File: config.mk
export PLATFORM = sky130hd
export DESIGN_NAME = avalon_sink
export DESIGN_NICKNAME = d
export VERILOG_FILES = /design/src/rtl/avalon_sink.sv
export SDC_FILE = /design/constraint.sdc
export NUM_CORES = 1
export LEC_CHECK = 0
export CORE_ASPECT_RATIO = 1.2
export CORE_UTILIZATION = 40
export CTS_BUF_LIST = sky130_fd_sc_hd__clkbuf_2
export DETAILED_ROUTE_END_ITERATION = 6
export PLACE_DENSITY = 0.62
export SETUP_SLACK_MARGIN = 0.5
export SLEW_MARGIN = 10
export SYNTH_ARGS = -nofsm -noshare
export SYNTH_HDL_FRONTEND = slang
export SYNTH_SLANG_ARGS = --single-unit
File: constraint.sdc
create_clock -name clk -period 2.8 [get_ports clk]
set_input_delay 0.7 -clock clk [delete_from_list [all_inputs] [get_ports clk]]
set_output_delay 0.7 -clock clk [all_outputs]
set_load 0.005 [all_outputs]
File: src/rtl/avalon_sink.sv
// rtl/avalon_sink.sv - Avalon-ST ready-latency-1 sink with FIFO, beat counter and violation flag
module avalon_sink #(
  parameter int DATA_W = 8,
  parameter int DEPTH  = 4,
  parameter int CNT_W  = 16
) (
  input  logic              clk,
  input  logic              resetn,
  input  logic              sink_en,
  input  logic              valid,
  input  logic [DATA_W-1:0] data,
  output logic              ready,
  output logic              out_valid,
  input  logic              out_ready,
  output logic [DATA_W-1:0] out_data,
  output logic [CNT_W-1:0]  beat_count,
  output logic              protocol_error
);

  localparam int PTR_W = (DEPTH > 1) ? $clog2(DEPTH) : 1;
  localparam int OCC_W = $clog2(DEPTH + 1);
  localparam logic [OCC_W:0] DEPTH_L = (OCC_W + 1)'(DEPTH);

  logic              ready_q;
  logic [DATA_W-1:0] mem [DEPTH];
  logic [PTR_W-1:0]  rd_ptr;
  logic [PTR_W-1:0]  wr_ptr;
  logic [OCC_W-1:0]  count;
  logic [OCC_W-1:0]  count_next;
  logic              accept;
  logic              violation;
  logic              push;
  logic              pop;
  logic              ready_next;

  // Accept/violate decisions use last cycle's ready; occupancy look-ahead drives next ready.
  always_comb begin
    accept     = valid && ready_q;
    violation  = valid && !ready_q;
    push       = accept;
    pop        = out_valid && out_ready;
    count_next = count + OCC_W'(push) - OCC_W'(pop);
    // Reserve a slot for a beat that may still arrive because ready is high now.
    ready_next = sink_en && (({1'b0, count_next} + (OCC_W + 1)'(ready)) < DEPTH_L);
  end

  // Head of FIFO is presented directly from registers; zeroed when empty.
  always_comb begin
    out_valid = (count != '0);
    out_data  = out_valid ? mem[rd_ptr] : '0;
  end

  // Ready handshake registers.
  always_ff @(posedge clk) begin
    if (!resetn) begin
      ready   <= 1'b0;
      ready_q <= 1'b0;
    end else begin
      ready   <= ready_next;
      ready_q <= ready;
    end
  end

  // FIFO pointers and occupancy; pointers wrap naturally since DEPTH is a power of two.
  always_ff @(posedge clk) begin
    if (!resetn) begin
      rd_ptr <= '0;
      wr_ptr <= '0;
      count  <= '0;
    end else begin
      if (push) wr_ptr <= wr_ptr + PTR_W'(1);
      if (pop)  rd_ptr <= rd_ptr + PTR_W'(1);
      count <= count_next;
    end
  end

  // FIFO storage; contents are don't-care until count marks them valid.
  always_ff @(posedge clk) begin
    if (push) mem[wr_ptr] <= data;
  end

  // Saturating accepted-beat counter and sticky violation flag.
  always_ff @(posedge clk) begin
    if (!resetn) begin
      beat_count     <= '0;
      protocol_error <= 1'b0;
    end else begin
      if (accept && (beat_count != {CNT_W{1'b1}})) beat_count <= beat_count + CNT_W'(1);
      if (violation) protocol_error <= 1'b1;
    end
  end

endmodule

==> results.ini <==
[floorplanning]
start_util_pct=41.9
rows=31
ios=40
die-height_um=89.8
core_area_mm2=0.00613
die_w_um=75.2
dieArea_mm2=0.00675

[cts]
ctsHoldBuffers=0
root_buffer=clkbuf_2
cts_sinks=60
cts_tree=yes
path_clk_slew_ns=0.17
clockBufferDepth=2
clock_latency_ns=0.47
htreeDepth=3
numCtsBuffers=9

[route]
dr_total_vias=1777
drcViolationCount=0
drtAntennaViolNets=0
drt-total-wl_um=5210
wl_per_cell_um=15.0
drtIter0Drc=77
drtPass1Iterations=4
vias_per_cell=5.12

[synthesis]
synth_area_leaders=edfxtp_1 37%, dfxtp_1 22%, mux4_2 7.0%
yosysWarnings=0
syn_area_mm2=0.00257
ys_seq_area_share_pct=59.2
ys.flop_type=edfxtp_1
yosysUniqueCellTypes=37
synth_top_cell_area_share_pct=37.4
synth_area_per_cell_um2=12.7
syn_inst=202
yosysTopAreaCell=edfxtp_1
ys_ff_latch=60
synth_nets=223
async_flop_share_pct=0
synth_edf_count=32

[timing]
hold_viol=0
post-route-min-period_ns=2.51
setup-tns-final_ns=0
tightest_slew_ns=0.775
relSlewSlack_pct=47.9
maxSlewViolCount=0
skew_ns=0.0211
min_period_over_period_pct=89.6
fmax_mhz=398
setup_viol=0
setup_ws_ns=0.290
grt_setup_unrepaired=true

[pwr]
p_leak_uw=0.00114
power_density_mw_per_mm2=718
vdd_ir_drop_max_mv=0.472

[global_routing]
grt_max_degree=19
track_usage_pct=17.0
grt_pass1_vias=1755
grt_first_pass_wirelength_um=8400
use_met2_pct=26.7
met1_usage_pct=22.3
grt_use_met3_pct=4.60
gr-total-overflow=0
busiest_layer=met2
antenna_found_initial=0

[placement]
dp_cells=322
dpl_worst_slack_ns=0.0417
gp_congestion=0.712
portBuffers=39
hpwl_um=3320

[critical_path]
rr_startpoint=count[2]
worstPathArrival_ns=1.81
path_max_fanout=4
slowest_stage=mux4_2
cp.required_ns=2.10
cpLargestDelayFamily=multiplexers
end_kind=primary output
reg2reg_slack_ns=0.57
cpPeakStageDelay_ns=0.50
path_cells=buf_8 > buf_12 > mux4_2 > and2_4 > buf_2
crit_type=reg2out
r2r-end=ready
reg2reg_depth=10
cp-start-kind=flop
path_buf_inv=3

[outcome]
status=complete, no violations

[final_layout]
nNetsFinal=281
syn2layout_area_growth_pct=29.7
stdcell_count=347
drive_above_1_share_pct=27.2
antenna_cells=0

[worst_hold_path]
hold_path_depth=2
min_from=protocol_error
whs_endpoint=protocol_error
hold_class=reg2reg

[run]
max_cap_violations=0

report_power, final:
part	internal [uW]	switching (uW)	leakage [uW]
clock	292	317	0.0000770
combinational	473	278	0.000549
sequential	988	45.7	0.000518
cells in the mapped netlist, types with 2 or more instances:
| cell type | n |
|---|---|
| nand2b_1 | 3 |
| dfxtp_1 | 28 |
| nor2_1 | 10 |
| o21ai_0 | 3 |
| or3_1 | 3 |
| mux4_2 | 8 |
| nand4_1 | 7 |
| xnor2_1 | 4 |
| inv_1 | 7 |
| or4_1 | 7 |
| o31ai_1 | 7 |
| or3_4 | 2 |
| nand2_1 | 13 |
| and2_1 | 12 |
| mux2i_1 | 4 |
| a21oi_1 | 13 |
| clkbuf_1 | 5 |
| edfxtp_1 | 32 |
| nor4_1 | 3 |
| and3_1 | 4 |
| nand3_1 | 5 |
| ha_1 | 7 |
layer usage:
| metal | vias to the layer above | wire length, um |
|---|---|---|
| met5 | - | 0 |
| met4 | 0 | 57 |
| met3 | 7 | 206 |
| met2 | 36 | 2550 |
| met1 | 860 | 2390 |
| li1 | 874 | - |
how the worst max path moves through the flow:
stage | endpoint | depth (start not counted)
after floorplan | count[2] | 11
after global placement | count[2] | 11
after detailed placement | count[2] | 11
after CTS | out_data[1] | 5
after global routing | out_data[1] | 5
final | out_data[1] | 5
cell type report:
class | count | area [um2]
fill | 563 | 2800
sequential | 60 | 1530
multi-input combinational | 126 | 1020
timing repair buffer | 54 | 505
tap | 82 | 103
clock inverter | 6 | 80.1
clock buffer | 10 | 50.0
inverter | 9 | 41.3
through the flow:
| stage | util, % | hold WS (ns) | power (uW) | instance area, um2 |
|---|---|---|---|---|
| after floorplan | - | 0.460 | 1380 | 2610 |
| after global placement | 50.6 | 0.463 | 1630 | 3100 |
| after detailed placement | 50.6 | 0.472 | 1640 | 3100 |
| after CTS | 53.9 | 0.508 | 2360 | 3300 |
| after global routing | 54.4 | 0.510 | 2520 | 3330 |
| final | 54.4 | 0.503 | 2390 | 3330 |
registers in the layout, indices dropped and copies added, names as in the netlist, named ones only:
name	cells
rd_ptr	2
mem	32
protocol_error	1
beat_count	16
ready_q	1
count	3
ready	1
wr_ptr	2
worst reg2reg max path, cell delays in order (launching register included):
cell and delay [ns]:
dfxtp_2 0.36, or3_4 0.42, and2_4 0.17, ha_4 0.26
inv_2 0.03, ha_4 0.14, inv_2 0.04, fa_2 0.43
nand3b_1 0.16, nand3_1 0.08, nor2_1 0.04
cells in the final DEF, fill, tap and decap left out, drive strengths merged:
| cell type | instances |
|---|---|
| or4 | 7 |
| o21ai | 3 |
| buf | 24 |
| and4 | 1 |
| or3 | 5 |
| bufinv | 2 |
| nand3 | 5 |
| nand2b | 3 |
| nor4 | 4 |
| mux4 | 8 |
| clkdlybuf4s50 | 30 |
| nand4 | 7 |
| a211oi | 1 |
| o211a | 1 |
| nand2 | 13 |
| nor2 | 10 |
| nand3b | 1 |
| o31ai | 7 |
| and2 | 13 |
| inv | 8 |
| mux2i | 4 |
| clkinv | 4 |
| nor3 | 1 |
| ha | 7 |
| nor3b | 1 |
| and3 | 4 |
| clkinvlp | 1 |
| xor2 | 1 |
| or2 | 1 |
| edfxtp | 32 |
| fa | 1 |
| xnor2 | 4 |
| clkbuf | 10 |
| a21oi | 13 |
| dfxtp | 28 |
repair_timing:
action | in CTS | in global routing
cloned | 1 | 0
buffers inserted | 7 | 1
pin swaps | 9 | 6
endpoints found under the setup margin | 11 | 13
gates resized for setup | 51 | 8
kinds of logic (layout without fill, tap and decap cells):
family	count (synthesis)	count (layout)	synth area share, %
AO/OA/AOI/OAI	25	25	5.84
XOR/XNOR	5	5	1.70
adder cells (fa/ha/maj)	8	8	4.19
buffers and inverters	16	79	3.26
flip-flops	60	60	59.2
multiplexers	12	12	8.57
AND/OR/NAND/NOR	76	76	17.2
Note: power is estimated with default switching activity, not from simulation.
==> patch (config.mk and constraints unchanged) <==
Change the parameter `DATA_W` from 8 to 6.
--- a/src/rtl/avalon_sink.sv
+++ b/src/rtl/avalon_sink.sv
@@ -2,3 +2,3 @@
 module avalon_sink #(
-  parameter int DATA_W = 8,
+  parameter int DATA_W = 6,
   parameter int DEPTH  = 4,
Ports: changed (resized data and out_data); port bits go from 40 to 36. No check against the original RTL was run, so the function may have changed too.
==> patch against the unedited design <==
  * Final area is 15% lower
  * Sequential cell count down 8
  * Highest routed layer unchanged
  * Fmax up 3.6%
  * Clock skew is essentially flat
  * Count of clock-buffer cells in the layout decreased by 4
  * Combinational power fell by 28%
  * Area after synthesis shrank 13%
  * Utilization decreased by 1.4 points
  * Non-clock buffer count shrank 7
  * Wire length fell by 17%
  * Total power fell by 27%
  * Setup slack improved by 0.086 ns
==> patch: results (changes against the unedited design) <==
===========================================================================
Status .......................................................    completed   unchanged
Worst R2R Start .............................................. count[1]$_SDFF_PN0_   was count[2]$_SDFF_PN0_
Largest regs ................................................. mem: 24 flops, beat_count: 16 flops, count: 3 flops   was mem: 32 flops, beat_count: 16 flops, count: 3 flops
Most used flip-flop cell after synthesis ..................... sky130_fd_sc_hd__dfxtp_1   was sky130_fd_sc_hd__edfxtp_1
Wire length on met1 ..........................................      1810 um   was 2390 um
Setup crit end ...............................................  out_data[3]   was out_data[1]
Final worst hold slack .......................................     0.525 ns   was 0.503 ns
Compound-gate portion of the synthesized area ................        9.28%   was 5.84%
Maximum clock rate ...........................................    0.413 GHz   was 0.398 GHz
Grt met2 use .................................................        28.3%   was 26.7%
Drt initial violations .......................................           65   was 77
Nets in the synthesized netlist ..............................          205   was 223
Worst endpoint data arrival time .............................      1.72 ns   was 1.81 ns
Via count of the first global-routing pass ...................        1,583   was 1,755
Detailed Place HPWL ..........................................      3080 um   was 3320 um
Ratio of cells with drive above 1 in the final layout ........        21.5%   was 27.2%
Startpoint of the worst hold path ............................ wr_ptr[1]$_SDFFE_PN0P_   was protocol_error$_SDFFE_PN0P_
Post-synthesis cell type count ...............................           29   was 37
Maximum number of pins on one net before global-route repair .           23   was 19
Commonest cells post-synth ................................... sky130_fd_sc_hd__dfxtp_1 (28), sky130_fd_sc_hd__edfxtp_1 (24), sky130_fd_sc_hd__a21oi_1 (16)   was sky130_fd_sc_hd__edfxtp_1 (32), sky130_fd_sc_hd__dfxtp_1 (28), sky130_fd_sc_hd__a21oi_1 (13), sky130_fd_sc_hd__nand2_1 (13), sky130_fd_sc_hd__and2_1 (12)
FILL cells ...................................................          489   was 563
Post-synthesis average cell area .............................    12.0 um^2   was 12.7 um^2
Clock transition at the registers of the reported paths ......      0.27 ns   was 0.17 ns
Number of flops mapped to enable cells by yosys ..............           24   was 32
Placement-stage worst setup slack ............................    0.0117 ns   was 0.0417 ns
===========================================================================
patch: cell count changes after synthesis, sizes merged, moves of 2 or more:
cell / before / now
a21oi: 13 / 16
edfxtp: 32 / 24
mux2i: 4 / 0
mux4: 8 / 6
nand2: 13 / 7
nand2b: 3 / 0
nand3: 5 / 8
nand4: 7 / 4
nor2: 10 / 7
nor4: 4 / 1
o21ai: 3 / 5
o311ai: 0 / 2
o31ai: 7 / 9
or4: 7 / 10
patch: power by group through the flow:
stage               Combinational, mW  Clock [mW]  Sequential (mW)
finish                          0.539       0.301            0.915
global route                    0.588       0.346            0.925
CTS                             0.525       0.317            0.917
detailed placement              0.462           0            0.933
global placement                0.451           0            0.933
floorplan                       0.299           0            0.899
patch: area by class of cell:
type	count	area, um^2	area share, %
Multi-Input combinational cell	117	940	33.3
Sequential cell	52	1290	45.7
Clock inverter	2	16.3	0.576
Clock buffer	6	30.0	1.06
Tap cell	62	77.6	2.75
Inverter	9	33.8	1.20
Timing Repair Buffer	47	438	15.5
